--- config.mk ---
export PLATFORM = sky130hd
export DESIGN_NAME = pixel_traverser_flat
export DESIGN_NICKNAME = d
export VERILOG_FILES = /design/src/rtl/rasterizer_pkg.sv /design/src/rtl/pixel_traverser_if.sv /design/src/rtl/triangle_bbox.sv /design/src/rtl/pixel_traverser.sv /design/src/flat_wrapper.sv
export SDC_FILE = /design/constraint.sdc
export NUM_CORES = 1
export LEC_CHECK = 0
export BUFFER_PORTS_ARGS = -buffer_cell sky130_fd_sc_hd__buf_2
export CAP_MARGIN = 20
export CORE_MARGIN = 8
export CORE_UTILIZATION = 40
export DETAILED_ROUTE_END_ITERATION = 10
export GPL_ROUTABILITY_DRIVEN = 0
export PLACE_DENSITY = 0.68
export SLEW_MARGIN = 20
export SYNTH_ARGS = -nofsm -noshare
export SYNTH_HDL_FRONTEND = slang
export SYNTH_SLANG_ARGS = --single-unit
--- constraint.sdc ---
create_clock -name clk -period 30.8 [get_ports clk]
set_clock_uncertainty 0.05 [all_clocks]
set_input_delay 3.08 -clock clk [delete_from_list [all_inputs] [get_ports clk]]
set_output_delay 3.08 -clock clk [all_outputs]
set_load 0.005 [all_outputs]
--- src/rtl/rasterizer_pkg.sv ---
// Shared rasterizer types: set-up triangle, per-pixel bundle, bbox
// and traverser state, plus Q16.3 to pixel rounding helpers.
package rasterizer_pkg;

    // Vertex v0 and edge vectors, signed Q16.3
    typedef struct packed {
        logic signed [18:0] v0x;
        logic signed [18:0] v0y;
        logic signed [18:0] e0x;
        logic signed [18:0] e0y;
        logic signed [18:0] e1x;
        logic signed [18:0] e1y;
    } triangle_state_t;

    typedef struct packed {
        logic [15:0]     x;
        logic [15:0]     y;
        triangle_state_t triangle;
    } pixel_state_t;

    typedef struct packed {
        logic [15:0] min_x;
        logic [15:0] max_x;
        logic [15:0] min_y;
        logic [15:0] max_y;
    } bbox_t;

    typedef enum logic [1:0] {
        IDLE,
        SETUP,
        WALK
    } traverser_state_t;

    // ceil(v/8) of a 20-bit Q16.3 value; 18 bits holds -2^16..2^16
    function automatic logic signed [17:0] ceil_q3(logic signed [19:0] v);
        logic signed [20:0] s;
        s = v;
        return 18'((s + 21'sd7) >>> 3);
    endfunction

    function automatic logic signed [17:0] floor_q3(logic signed [19:0] v);
        logic signed [20:0] s;
        s = v;
        return 18'(s >>> 3);
    endfunction

endpackage

--- src/rtl/pixel_traverser_if.sv ---
// Triangle-in / pixel-out handshake bundle of the pixel traverser.
// master: triangle source and pixel sink; slave: the traverser.
interface pixel_traverser_if;
    import rasterizer_pkg::*;

    triangle_state_t in_triangle;
    logic            in_valid;
    logic            in_ready;
    pixel_state_t    out_pixel;
    logic            out_valid;
    logic            out_ready;
    logic            out_last;
    logic            busy;

    modport master (
        output in_triangle, in_valid, out_ready,
        input  in_ready, out_pixel, out_valid, out_last, busy
    );

    modport slave (
        input  in_triangle, in_valid, out_ready,
        output in_ready, out_pixel, out_valid, out_last, busy
    );

endinterface

--- src/rtl/triangle_bbox.sv ---
// Combinational screen-clipped pixel bounding box of a triangle.
// tri_i: set-up triangle; bbox_o: clipped box; empty_o: no pixels.
module triangle_bbox
    import rasterizer_pkg::*;
#(
    parameter int WIDTH  = 320,
    parameter int HEIGHT = 240
) (
    input  triangle_state_t tri_i,
    output bbox_t           bbox_o,
    output logic            empty_o
);

    localparam logic signed [17:0] XMAX = 18'(WIDTH - 1);
    localparam logic signed [17:0] YMAX = 18'(HEIGHT - 1);

    logic signed [19:0] x0, x1, x2, y0, y1, y2;
    logic signed [19:0] xmin, xmax, ymin, ymax;
    logic signed [17:0] lo_x, hi_x, lo_y, hi_y;
    logic signed [17:0] lo_xc, hi_xc, lo_yc, hi_yc;

    function automatic logic signed [19:0] min3(
        logic signed [19:0] a, logic signed [19:0] b, logic signed [19:0] c);
        logic signed [19:0] m;
        m = (a < b) ? a : b;
        return (c < m) ? c : m;
    endfunction

    function automatic logic signed [19:0] max3(
        logic signed [19:0] a, logic signed [19:0] b, logic signed [19:0] c);
        logic signed [19:0] m;
        m = (a > b) ? a : b;
        return (c > m) ? c : m;
    endfunction

    // 20-bit sums of 19-bit operands cannot overflow
    assign x0 = tri_i.v0x;
    assign y0 = tri_i.v0y;
    assign x1 = x0 + 20'(tri_i.e0x);
    assign y1 = y0 + 20'(tri_i.e0y);
    assign x2 = x0 + 20'(tri_i.e1x);
    assign y2 = y0 + 20'(tri_i.e1y);

    assign xmin = min3(x0, x1, x2);
    assign xmax = max3(x0, x1, x2);
    assign ymin = min3(y0, y1, y2);
    assign ymax = max3(y0, y1, y2);

    assign lo_x = ceil_q3(xmin);
    assign hi_x = floor_q3(xmax);
    assign lo_y = ceil_q3(ymin);
    assign hi_y = floor_q3(ymax);

    assign lo_xc = lo_x[17] ? 18'sd0 : lo_x;
    assign lo_yc = lo_y[17] ? 18'sd0 : lo_y;
    assign hi_xc = (hi_x > XMAX) ? XMAX : hi_x;
    assign hi_yc = (hi_y > YMAX) ? YMAX : hi_y;

    // Signed compare also catches boxes wholly off-screen
    assign empty_o = (lo_xc > hi_xc) || (lo_yc > hi_yc);

    assign bbox_o.min_x = 16'(lo_xc);
    assign bbox_o.max_x = 16'(hi_xc);
    assign bbox_o.min_y = 16'(lo_yc);
    assign bbox_o.max_y = 16'(hi_yc);

endmodule

--- src/rtl/pixel_traverser.sv ---
// Walks a triangle's clipped bounding box in raster order, one pixel/cycle.
// clk/rst (sync, active-high); bus: triangle in, pixel out handshakes.
module pixel_traverser
    import rasterizer_pkg::*;
#(
    parameter int WIDTH  = 320,
    parameter int HEIGHT = 240
) (
    input logic               clk,
    input logic               rst,
    pixel_traverser_if.slave  bus
);

    traverser_state_t state_q;
    triangle_state_t  tri_q;
    logic [15:0]      min_x_q, max_x_q, max_y_q;
    logic [15:0]      cur_x_q, cur_y_q;
    bbox_t            bbox;
    logic             empty;

    triangle_bbox #(
        .WIDTH  (WIDTH),
        .HEIGHT (HEIGHT)
    ) u_bbox (
        .tri_i   (tri_q),
        .bbox_o  (bbox),
        .empty_o (empty)
    );

    always_ff @(posedge clk) begin
        if (rst) begin
            state_q <= IDLE;
            tri_q   <= '0;
            min_x_q <= '0;
            max_x_q <= '0;
            max_y_q <= '0;
            cur_x_q <= '0;
            cur_y_q <= '0;
        end else begin
            unique case (state_q)
                IDLE: begin
                    if (bus.in_valid) begin
                        tri_q   <= bus.in_triangle;
                        state_q <= SETUP;
                    end
                end
                SETUP: begin
                    min_x_q <= bbox.min_x;
                    max_x_q <= bbox.max_x;
                    max_y_q <= bbox.max_y;
                    cur_x_q <= bbox.min_x;
                    cur_y_q <= bbox.min_y;
                    state_q <= empty ? IDLE : WALK;
                end
                WALK: begin
                    if (bus.out_ready) begin
                        if (cur_x_q < max_x_q) begin
                            cur_x_q <= cur_x_q + 16'd1;
                        end else if (cur_y_q < max_y_q) begin
                            cur_x_q <= min_x_q;
                            cur_y_q <= cur_y_q + 16'd1;
                        end else begin
                            state_q <= IDLE;
                        end
                    end
                end
                default: state_q <= IDLE;
            endcase
        end
    end

    assign bus.in_ready  = (state_q == IDLE);
    assign bus.out_valid = (state_q == WALK);
    assign bus.out_last  = (state_q == WALK) &&
                           (cur_x_q == max_x_q) &&
                           (cur_y_q == max_y_q);
    assign bus.busy      = (state_q != IDLE);
    assign bus.out_pixel = '{x: cur_x_q, y: cur_y_q, triangle: tri_q};

endmodule

--- src/flat_wrapper.sv ---
// flat-port wrapper written by rule: the top's interface ports become plain ports
module pixel_traverser_flat import rasterizer_pkg::*;
#(
    parameter int WIDTH  = 320,
    parameter int HEIGHT = 240
)
  (clk, rst, bus_in_triangle, bus_in_valid, bus_out_ready, bus_in_ready, bus_out_pixel, bus_out_valid, bus_out_last, bus_busy);
  pixel_traverser_if bus_i ();
  input logic clk;
  input logic rst;
  input wire logic [$bits(bus_i.in_triangle)-1:0] bus_in_triangle;
  input wire logic [$bits(bus_i.in_valid)-1:0] bus_in_valid;
  input wire logic [$bits(bus_i.out_ready)-1:0] bus_out_ready;
  output wire logic [$bits(bus_i.in_ready)-1:0] bus_in_ready;
  output wire logic [$bits(bus_i.out_pixel)-1:0] bus_out_pixel;
  output wire logic [$bits(bus_i.out_valid)-1:0] bus_out_valid;
  output wire logic [$bits(bus_i.out_last)-1:0] bus_out_last;
  output wire logic [$bits(bus_i.busy)-1:0] bus_busy;
  assign bus_i.in_triangle = bus_in_triangle;
  assign bus_i.in_valid = bus_in_valid;
  assign bus_i.out_ready = bus_out_ready;
  assign bus_in_ready = bus_i.in_ready;
  assign bus_out_pixel = bus_i.out_pixel;
  assign bus_out_valid = bus_i.out_valid;
  assign bus_out_last = bus_i.out_last;
  assign bus_busy = bus_i.busy;
  pixel_traverser #(.WIDTH(WIDTH), .HEIGHT(HEIGHT)) u_core (.clk(clk), .rst(rst), .bus(bus_i));
endmodule
* Yosys cells after proc, flatten, opt, wreduce, memory -nomap -nowiden *
Cells that the tools add are included.

storage, ports and cells
  register bits = 196
  latch bits = 0
  bits in writable memories = 0
  bits in read-only memories = 0
  input port bits = 118
  output and inout bits = 150
  memories kept = 0

cells by class
  add/subtract/negate cells = 8
  $mul = 0
  divide/modulo/power cells = 0
  magnitude comparators = 14
  eq/ne operators = 10
  shift operators = 0
  mux-type cells = 26
  bitwise logic cells = 0
  reductions and logical operators = 10

operators by type and width
  cell                                                              number
  2-to-1 mux 20 bit                                                 8
  2-to-1 mux 16 bit                                                 6
  adder 19 x 19 -> 20 bit                                           4
  case mux 16 bit (2 select lines)                                  2
  adder 20 x 4 -> 21 bit (second input constant)                    2
  greater-than comparator 19 x 20 -> 1 bit                          2
  greater-than comparator 20 bit                                    2
  < comparator 19 x 20 -> 1 bit                                     2
  < comparator 20 bit                                               2
  greater-than comparator 18 bit                                    2
  2-to-1 mux 18 bit                                                 2
  2-to-1 mux 17 bit                                                 2
  adder 16 x 1 -> 16 bit (second input constant)                    2
  equality test 16 bit                                              2
  < comparator 16 bit                                               2
  greater-than comparator 17 x 10 -> 1 bit (second input constant)  1
  greater-than comparator 17 x 9 -> 1 bit (second input constant)   1
  2-to-1 mux 2 bit                                                  5
  != test 2 bit (second input constant)                             4
  AND reduction 4 bit                                               2
  case mux 2 bit (3 select lines)                                   1
  nonzero test 2 bit                                                2
  != test 3 x 1 -> 1 bit (second input constant)                    1
  AND reduction 3 bit                                               1
  other kinds (7)                                                   8

* Logic depth before layout (Yosys ltp) *
Gate-level depths: netlist (run 1).

  depth in word-level cells = 11
  gate-level depth with buffers = 47
  mapped depth without buffers = 46

* Hierarchy *
From an unflattened synthesis (run 1), not the netlist that was laid out.

unflattened totals
  cells, all modules = 2,565
  area total of the unflattened synthesis = 19,414.9 µm²

by module, submodules not included
  module           instances  cells each  area an instance (µm²)  sequential area each (µm²)
  triangle_bbox    1          1,502       10,592.7                0.0
  pixel_traverser  1          1,063       8,822.2                 3,923.8

* Worst setup path before layout (run 1) *
No wires, ideal clock.

  kind = reg2reg
  from = register u_core.tri_q (netlist bit u_core.bus.out_pixel[95])
  to = register u_core.state_q[1]
  data arrival time = 9.653 ns
  path slack = 21.023 ns
  stages on the path, launching flop included = 47
  buffers on the path = 1
  period minus slack after synthesis = 9.777 ns
  path through = dfxtp_1 ha_1 fa_1 a211oi_1 o21ai_0 a21oi_1 o21ai_0 a31oi_1 xnor2_1 inv_1 ha_1 nand3_1 nor3_1 a211oi_1 nand3_1 maj3_2 a211o_1 nand2_1 (+11 left out) o31ai_4 mux2i_2 and3_1 a31oi_1 a311oi_1 nor3_1 ha_1 a21o_1 a21oi_1 nor2b_1 o21ai_0 nand2b_1 a221oi_1 a41oi_1 or4_1 a211oi_1 o21ai_0 a31oi_1

RTL lines
  item                      RTL line               text
  start: declaration        pixel_traverser.sv:15  triangle_state_t tri_q;
  start signal: assignment  pixel_traverser.sv:43  tri_q <= bus.in_triangle;
  end signal: assignment    pixel_traverser.sv:53  state_q <= empty ? IDLE : WALK;
  end: declaration          pixel_traverser.sv:14  traverser_state_t state_q;

* Final worst setup path (run 1) *
  from = register u_core.tri_q (netlist bit u_core.bus.out_pixel[76])
  to = register u_core.state_q[1]

between the ends
  word-level cells in the longest chain between the ends = 11
  elaborated cells on any way between the ends = 18
  classes of those cells = add/sub (3); order compare (6); mux (8); reduce/logical (1)

ends and longest elaborated chain
  item                                                                                       RTL line                                   text
  adder 19 x 19 -> 20 bit                                                                    triangle_bbox.sv:40                        assign y1 = y0 + 20'(tri_i.e0y);
  < comparator 19 x 20 -> 1 bit or greater-than comparator 19 x 20 -> 1 bit (tied branches)  triangle_bbox.sv:25, triangle_bbox.sv:32
  2-to-1 mux 20 bit, on equally long branches                                                triangle_bbox.sv:25, triangle_bbox.sv:32
  < comparator 20 bit or greater-than comparator 20 bit (tied branches)                      triangle_bbox.sv:26, triangle_bbox.sv:33
  2-to-1 mux 20 bit, on equally long branches                                                triangle_bbox.sv:26, triangle_bbox.sv:33
  adder 20 x 4 -> 21 bit or greater-than comparator 17 x 9 -> 1 bit (tied branches)          rasterizer_pkg.sv:38, triangle_bbox.sv:57
  2-to-1 mux 17 bit or 2-to-1 mux 18 bit (tied branches)                                     triangle_bbox.sv:55, triangle_bbox.sv:57
  greater-than comparator 18 bit (*)                                                         triangle_bbox.sv:60                        assign empty_o = (lo_xc > hi_xc) || (lo_yc > hi_yc);
  logical OR 1 bit (*)                                                                       triangle_bbox.sv:60
  2-to-1 mux 2 bit (*)                                                                       pixel_traverser.sv:53
  case mux 2 bit (3 select lines) (*)                                                        pixel_traverser.sv:40                      unique case (state_q)

Every way passes the cells marked *; elsewhere a longest branch is shown, timed or not.
A chain may end at the register's enable or synchronous reset.

==> flow_metrics.env, run 1 <==
export IMPL_cpPeakStageDelay_ps=780
export IMPL_chipWidth_um=236
export IMPL_drt_pass1_iter_count=6
export IMPL_num_io_pins=268
export IMPL_synth_nets=3016
export IMPL_route_detailed_vias_per_inst=6.04
export IMPL_pin_count_of_the_biggest_net_entering_global_routing=88
export IMPL_timing_rr_start="u_core.bus.out_pixel[76]"
export IMPL_worst_ir_drop_vdd_v=0.0000621
export IMPL_synth_ff_latch_count=196
export IMPL_cts_h_tree_depth=4
export IMPL_p_per_area_mw_per_mm2=113
export IMPL_drc=0
export IMPL_global_route_usage_total=0.250
export IMPL_setup_violations=0
export IMPL_layout_common_cells="391 x sky130_fd_sc_hd__nand2_1, 319 x sky130_fd_sc_hd__a21oi_1, 266 x sky130_fd_sc_hd__buf_2"
export IMPL_timing_final_crit_period_ps=12370
export IMPL_worstHoldPathType="reg -> reg"
export IMPL_global_route_overflow_total=0
export IMPL_max_clock_freq_ghz=0.0809
export IMPL_cell_area_reported_after_detailed_placement_mm2=0.0212
export IMPL_fp_dieH_um=236
export IMPL_max_slew_worst_pin_slew_ps=1100
export IMPL_design_final_nets=3218
export IMPL_tritoncts="yes"
export IMPL_setup_worst_path_start_class="register"
export IMPL_setup_repair_after_global_routing_missed_its_margin="no"
export IMPL_post_route_design_area_mm2=0.0218
export IMPL_initialDrtViolationCount=1871
export IMPL_count_of_flip_flops_with_a_built_in_enable_after_synthesis=0
export IMPL_cts_setup_buffers=0
export IMPL_design_core_area_mm2=0.0477
export IMPL_clock_latency_ps=510
export IMPL_fillerInstances=4754
export IMPL_postSynthCellCount=2637
export IMPL_drive_above_1_share=0.134
export IMPL_cts_hold_buffers_added=0
export IMPL_timing_final_hold_violations=0
export IMPL_netlist_area_mm2=0.0193
export IMPL_drv_slew=0
export IMPL_report_power_total_w=0.00247
export IMPL_leakage_nw=10.1
export IMPL_relSlewSlack=0.255
export IMPL_route_antenna_remaining_nets=0
export IMPL_setup_worst_path_end_class="register"
export IMPL_buffer_ports_inserted=267
export IMPL_outcome="completed"
export IMPL_clk_path_buf_depth=2
export IMPL_detail_route_wirelength_um=72100
export IMPL_mostFrequentLayoutCell="sky130_fd_sc_hd__nand2_1"
export IMPL_slowest_stage="sky130_fd_sc_hd__nor2_1"
export IMPL_timing_final_crit_share=0.402
export IMPL_number_of_buffers_created_by_cts=17
export IMPL_die_area_mm2=0.0556
export IMPL_tritoncts_num_sinks=196
export IMPL_clkTransAtPathRegs_ps=80
export IMPL_yosys_cell_types_count=93
export IMPL_synth_flop_cell="sky130_fd_sc_hd__dfxtp_1"
export IMPL_area_growth_pct=13.1
export IMPL_yosys_area_top_type_share=0.203
export IMPL_antenna_found_initial=5
export IMPL_grt_first_pass_wirelength_um=112000
export IMPL_total_negative_setup_slacks_ps=0
export IMPL_synthesis_area_per_instance_um2=7.33
export IMPL_maxCapViolCount=0
export IMPL_worst_ep_arrival_time_ps=12740
export IMPL_post_synth_top_area_cell="sky130_fd_sc_hd__dfxtp_1"
export IMPL_regArea_mm2=0.00392
export IMPL_critical_path_maximum_fanout=35
export IMPL_dp_slack_ps=18840
export IMPL_yosys_warnings=0
export IMPL_setup_ws_ps=18430
export IMPL_worstSetupPathType="reg -> reg"
export IMPL_cp_startpoint="u_core.bus.out_pixel[76]"
export IMPL_initial_utilization=0.405
export IMPL_std_cell_rows=80
export IMPL_post_drt_wl_per_cell_um=20.8
export IMPL_critical_path_required_ps=31170
export IMPL_cts_repair_resize_count=0
export IMPL_critical_path_most_common_cell="sky130_fd_sc_hd__a21o_1"
export IMPL_seq_area_frac_synth=0.203
export IMPL_clk_root_buffer_cell="sky130_fd_sc_hd__clkbuf_16"
export IMPL_multi_input_comb_area_mm2=0.0145
export IMPL_hpwl_um=56800
export IMPL_hold_start="u_core.max_y_q[15]"
export IMPL_synth_async_sr_flop_share=0
export IMPL_synth_area_top_cells="sky130_fd_sc_hd__dfxtp_1 20%, sky130_fd_sc_hd__ha_1 17%, sky130_fd_sc_hd__a21oi_1 8.3%"
export IMPL_via_count_of_the_first_global_routing_pass=20100
export IMPL_dr_total_vias=21000
==> final timing paths <==
path,endpoint,slack (ps),depth (start not counted)
worst min-delay path,u_core.max_y_q[15],410,2
worst max-delay path,u_core.state_q[1],18430,44
worst min register to register,u_core.max_y_q[15],410,2
worst max register to register,u_core.state_q[1],18430,44
==> cells in the mapped netlist, drive strengths merged, types with 20 or more instances <==
cell type,number
a211oi,28
a21o,85
a21oi,322
a31oi,48
and2,28
and3,32
clkbuf,99
dfxtp,196
ha,257
inv,127
mux2i,47
nand2,393
nand2b,32
nand3,78
nand4,44
nor2,185
nor2b,22
nor3,52
o211ai,21
o21a,25
o21ai,153
o31ai,21
or3,20
xnor2,67
xor2,38
==> registers in the layout, indices dropped and copies added, names as in the netlist <==
signal                flops
u_core.bus.out_pixel    114
u_core.cur_x_q           16
u_core.max_y_q           16
u_core.min_x_q           16
u_core.max_x_q           16
u_core.cur_y_q           16
u_core.state_q            2
==> worst max-delay path: cells and delay by family, from the launching register on <==
family	cells	cell delay (ps)
buffers and inverters	2	360
adders and majority gates	5	1680
and+or+nand+nor	11	2470
AOI/OAI and AO/OA	26	7270
DFF	1	450
==> logic make-up after synthesis <==
family,share of synthesized area
AND/OR/NAND/NOR,0.231
AO/OA/AOI/OAI,0.266
adder cells (fa/ha/maj),0.172
buffers and inverters,0.0473
flip-flops,0.203
XOR/XNOR,0.0492
multiplexers,0.0317
==> stage by stage <==
step | cells | util | hold slack, ps
after floorplan | 2637 | - | 375
after global placement | 3435 | 0.444 | 383
after detailed placement | 3435 | 0.445 | 398
after CTS | 3466 | 0.457 | 408
after global routing | 3470 | 0.458 | 438
final | 3470 | 0.458 | 407
==> layout make-up <==
cell class | count | share of cell area
Inverter | 128 | 0.0220
Multi-Input combinational cell | 2202 | 0.665
Timing Repair Buffer | 294 | 0.0706
Sequential cell | 196 | 0.180
Clock buffer | 21 | 0.0206
Clock inverter | 10 | 0.00670
Antenna cell | 4 | 0.000458
Tap cell | 615 | 0.0352
==> power breakdown <==
group | switching [W] | internal, W | total, W
logic | 0.00118 | 0.000678 | 0.00186
clock network | 0.000113 | 0.000130 | 0.000244
registers | 0.0000722 | 0.000300 | 0.000373
==> per-layer routing <==
layer / wire [um] / GRT usage / share of wire
met4: 3390 / 0.126 / 0.047
met5: 10 / 0 / 0.00014
met3: 5810 / 0.0526 / 0.081
met2: 32400 / 0.398 / 0.45
met1: 30500 / 0.317 / 0.42
Power figures use the tool's default switching activity.
==> inputs of run 2 (changes only) <==
--- a/config.mk
+++ b/config.mk
@@ -11,7 +11,7 @@
 export CORE_UTILIZATION = 40
 export DETAILED_ROUTE_END_ITERATION = 10
 export GPL_ROUTABILITY_DRIVEN = 0
-export PLACE_DENSITY = 0.68
+export PLACE_DENSITY = 0.7
 export SLEW_MARGIN = 20
 export SYNTH_ARGS = -nofsm -noshare
 export SYNTH_HDL_FRONTEND = slang
==> constraint.sdc (replaced) <==
create_clock -name clk -period 11.1 [get_ports clk]
set_clock_uncertainty 0.05 [all_clocks]
set_input_delay 1.11 -clock clk [delete_from_list [all_inputs] [get_ports clk]]
set_output_delay 1.11 -clock clk [all_outputs]
set_load 0.005 [all_outputs]
==> run 2 against run 1 <==
Effect of this change: combinational power increased to 2.8 times the previous value; first-iteration DRC count increased by 19%; global-route usage decreased by 1.2 points; largest power group unchanged.
==> flow_metrics.env, run 2 (synthesis results as in run 1) <==
export IMPL_wl_met2_um=30400
export IMPL_highest_signal_layer_in_the_routed_design="met5"
export IMPL_num_io_pins=268
export IMPL_holdWs_ps=413
export IMPL_area_growth_pct=15.6
export IMPL_design_core_area_mm2=0.0477
export IMPL_drive_above_1_share=0.155
export IMPL_setup_worst_path_start_class="register"
export IMPL_mostFrequentLayoutCell="sky130_fd_sc_hd__nand2_1"
export IMPL_cts_h_tree_depth=4
export IMPL_drc=0
export IMPL_drt_pass1_iter_count=6
export IMPL_maxCapViolCount=0
export IMPL_timing_final_crit_share=0.958
export IMPL_post_place_cells=3477
export IMPL_critical_path_required_ps=11470
export IMPL_setup_worst_path_end_class="register"
export IMPL_p_per_area_mw_per_mm2=312
export IMPL_route_detailed_vias_per_inst=5.87
export IMPL_leakage_nw=10.4
export IMPL_cts_hold_buffers_added=0
export IMPL_setup_worst_path_end="u_core.state_q[1]"
export IMPL_initialDrtViolationCount=2221
export IMPL_critical_path_maximum_fanout=22
export IMPL_number_of_buffers_created_by_cts=17
export IMPL_route_antenna_remaining_nets=0
export IMPL_max_clock_freq_ghz=0.0940
export IMPL_worstHoldPathType="reg -> reg"
export IMPL_r2r_cells=44
export IMPL_total_negative_setup_slacks_ps=0
export IMPL_grt_first_pass_wirelength_um=107000
export IMPL_worst_r2r_endpoint="u_core.state_q[1]"
export IMPL_std_cell_rows=80
export IMPL_via_count_of_the_first_global_routing_pass=18600
export IMPL_detail_route_wirelength_um=69800
export IMPL_design_final_nets=3262
export IMPL_worst_ir_drop_vdd_v=0.000224
export IMPL_max_slew_worst_pin_slew_ps=1080
export IMPL_dr_total_vias=20600
export IMPL_cell_area_reported_after_detailed_placement_mm2=0.0215
export IMPL_cpPeakStageDelay_ps=730
export IMPL_worst_r2r_setup_slack_ps=470
export IMPL_timing_rr_start="u_core.bus.out_pixel[59]"
export IMPL_worstSetupPathType="reg -> reg"
export IMPL_cp_startpoint="u_core.bus.out_pixel[59]"
export IMPL_global_route_overflow_total=0
export IMPL_antenna_found_initial=7
export IMPL_post_route_design_area_mm2=0.0223
export IMPL_buffer_ports_inserted=267
export IMPL_clkTransAtPathRegs_ps=80
export IMPL_hpwl_um=54800
export IMPL_tritoncts="yes"
export IMPL_chipWidth_um=236
export IMPL_die_area_mm2=0.0556
export IMPL_worst_ep_arrival_time_ps=11000
export IMPL_drv_slew=0
export IMPL_outcome="completed"
export IMPL_met1_length_um=31200
export IMPL_initial_utilization=0.405
export IMPL_tritoncts_num_sinks=196
export IMPL_relSlewSlack=0.279
export IMPL_clock_latency_ps=500
export IMPL_slowest_stage="sky130_fd_sc_hd__or4b_2"
export IMPL_fp_dieH_um=236
export IMPL_critical_path_most_common_cell="sky130_fd_sc_hd__nor2_1"
export IMPL_clk_root_buffer_cell="sky130_fd_sc_hd__clkbuf_16"
export IMPL_instances_no_fill=3512
export IMPL_timing_final_hold_violations=0
export IMPL_setup_violations=0
export IMPL_clk_path_buf_depth=2
export IMPL_pin_count_of_the_biggest_net_entering_global_routing=94
export IMPL_wl_met3_um=5600
export IMPL_largest_register_ff_count=114
export IMPL_timing_final_crit_period_ps=10630
export IMPL_layout_common_cells="390 x sky130_fd_sc_hd__nand2_1, 319 x sky130_fd_sc_hd__a21oi_1, 266 x sky130_fd_sc_hd__buf_2"
export IMPL_global_route_usage_total=0.238
export IMPL_post_drt_wl_per_cell_um=19.9
run 2: cell types whose count changed in the layout (fill, tap and decap cells not counted), sizes merged, moves of 2 or more:
cell,before,now
buf,294,337
diode,4,1
clkbuf,21,19
clkinv,3,6
run 2: worst min-delay path by stage:
stage	startpoint	to	slack, ps	cells past startpoint
2_1_floorplan	u_core.min_x_q[10]	u_core.min_x_q[10]	370	2
3_3_place_gp	u_core.min_x_q[13]	u_core.min_x_q[13]	390	2
3_5_place_dp	u_core.min_x_q[13]	u_core.min_x_q[13]	400	2
4_1_cts	u_core.min_x_q[14]	u_core.min_x_q[14]	410	2
5_1_grt	u_core.min_x_q[7]	u_core.min_x_q[7]	430	2
6_report	u_core.min_x_q[14]	u_core.min_x_q[14]	410	2
run 2: report_power, final:
group / internal, W / switching (W)
combinational: 0.00199 / 0.00331
clock: 0.000370 / 0.000316
sequential: 0.000834 / 0.000155
total: 0.00320 / 0.00378
run 2: routing by layer:
layer	vias up	global-route usage
li1	10100	-
met1	9546	0.321
met2	849	0.369
met3	160	0.0503
met4	12	0.0865
met5	-	0
run 2: final cells by class:
type | count | area [um2]
fill | 4754 | 25400
multi-input combinational | 2203 | 14700
sequential | 196 | 3930
timing repair buffer | 337 | 1880
tap | 615 | 769
inverter | 128 | 480
clock buffer | 19 | 453
clock inverter | 13 | 173
antenna | 1 | 2.50
run 2: critical path, delay by kind of cell, from the launching register on:
family,cells,cell delay (ps)
compound gates,19,4220
fa+ha+maj,5,1630
buf+inv,4,630
mux,1,180
simple gates,15,3520
flops,1,330
run 2: stage by stage:
| step | total power, W | util | setup slack (ps) |
|---|---|---|---|
| 4_1_cts | 0.00677 | 0.464 | 68.9 |
| 2_1_floorplan | 0.00454 | - | 1320 |
| 3_5_place_dp | 0.00605 | 0.451 | -47.4 |
| 5_1_grt | 0.00752 | 0.468 | -16.5 |
| 6_report | 0.00698 | 0.468 | 467 |
| 3_3_place_gp | 0.00601 | 0.451 | -57.0 |
run 2: what timing repair did:
action / in CTS / in global routing
gates resized for setup: 1 / 28
pin swaps: 0 / 2
buffers inserted: 0 / 1
gates cloned: 0 / 1
endpoints found under the setup margin: 1 / 1
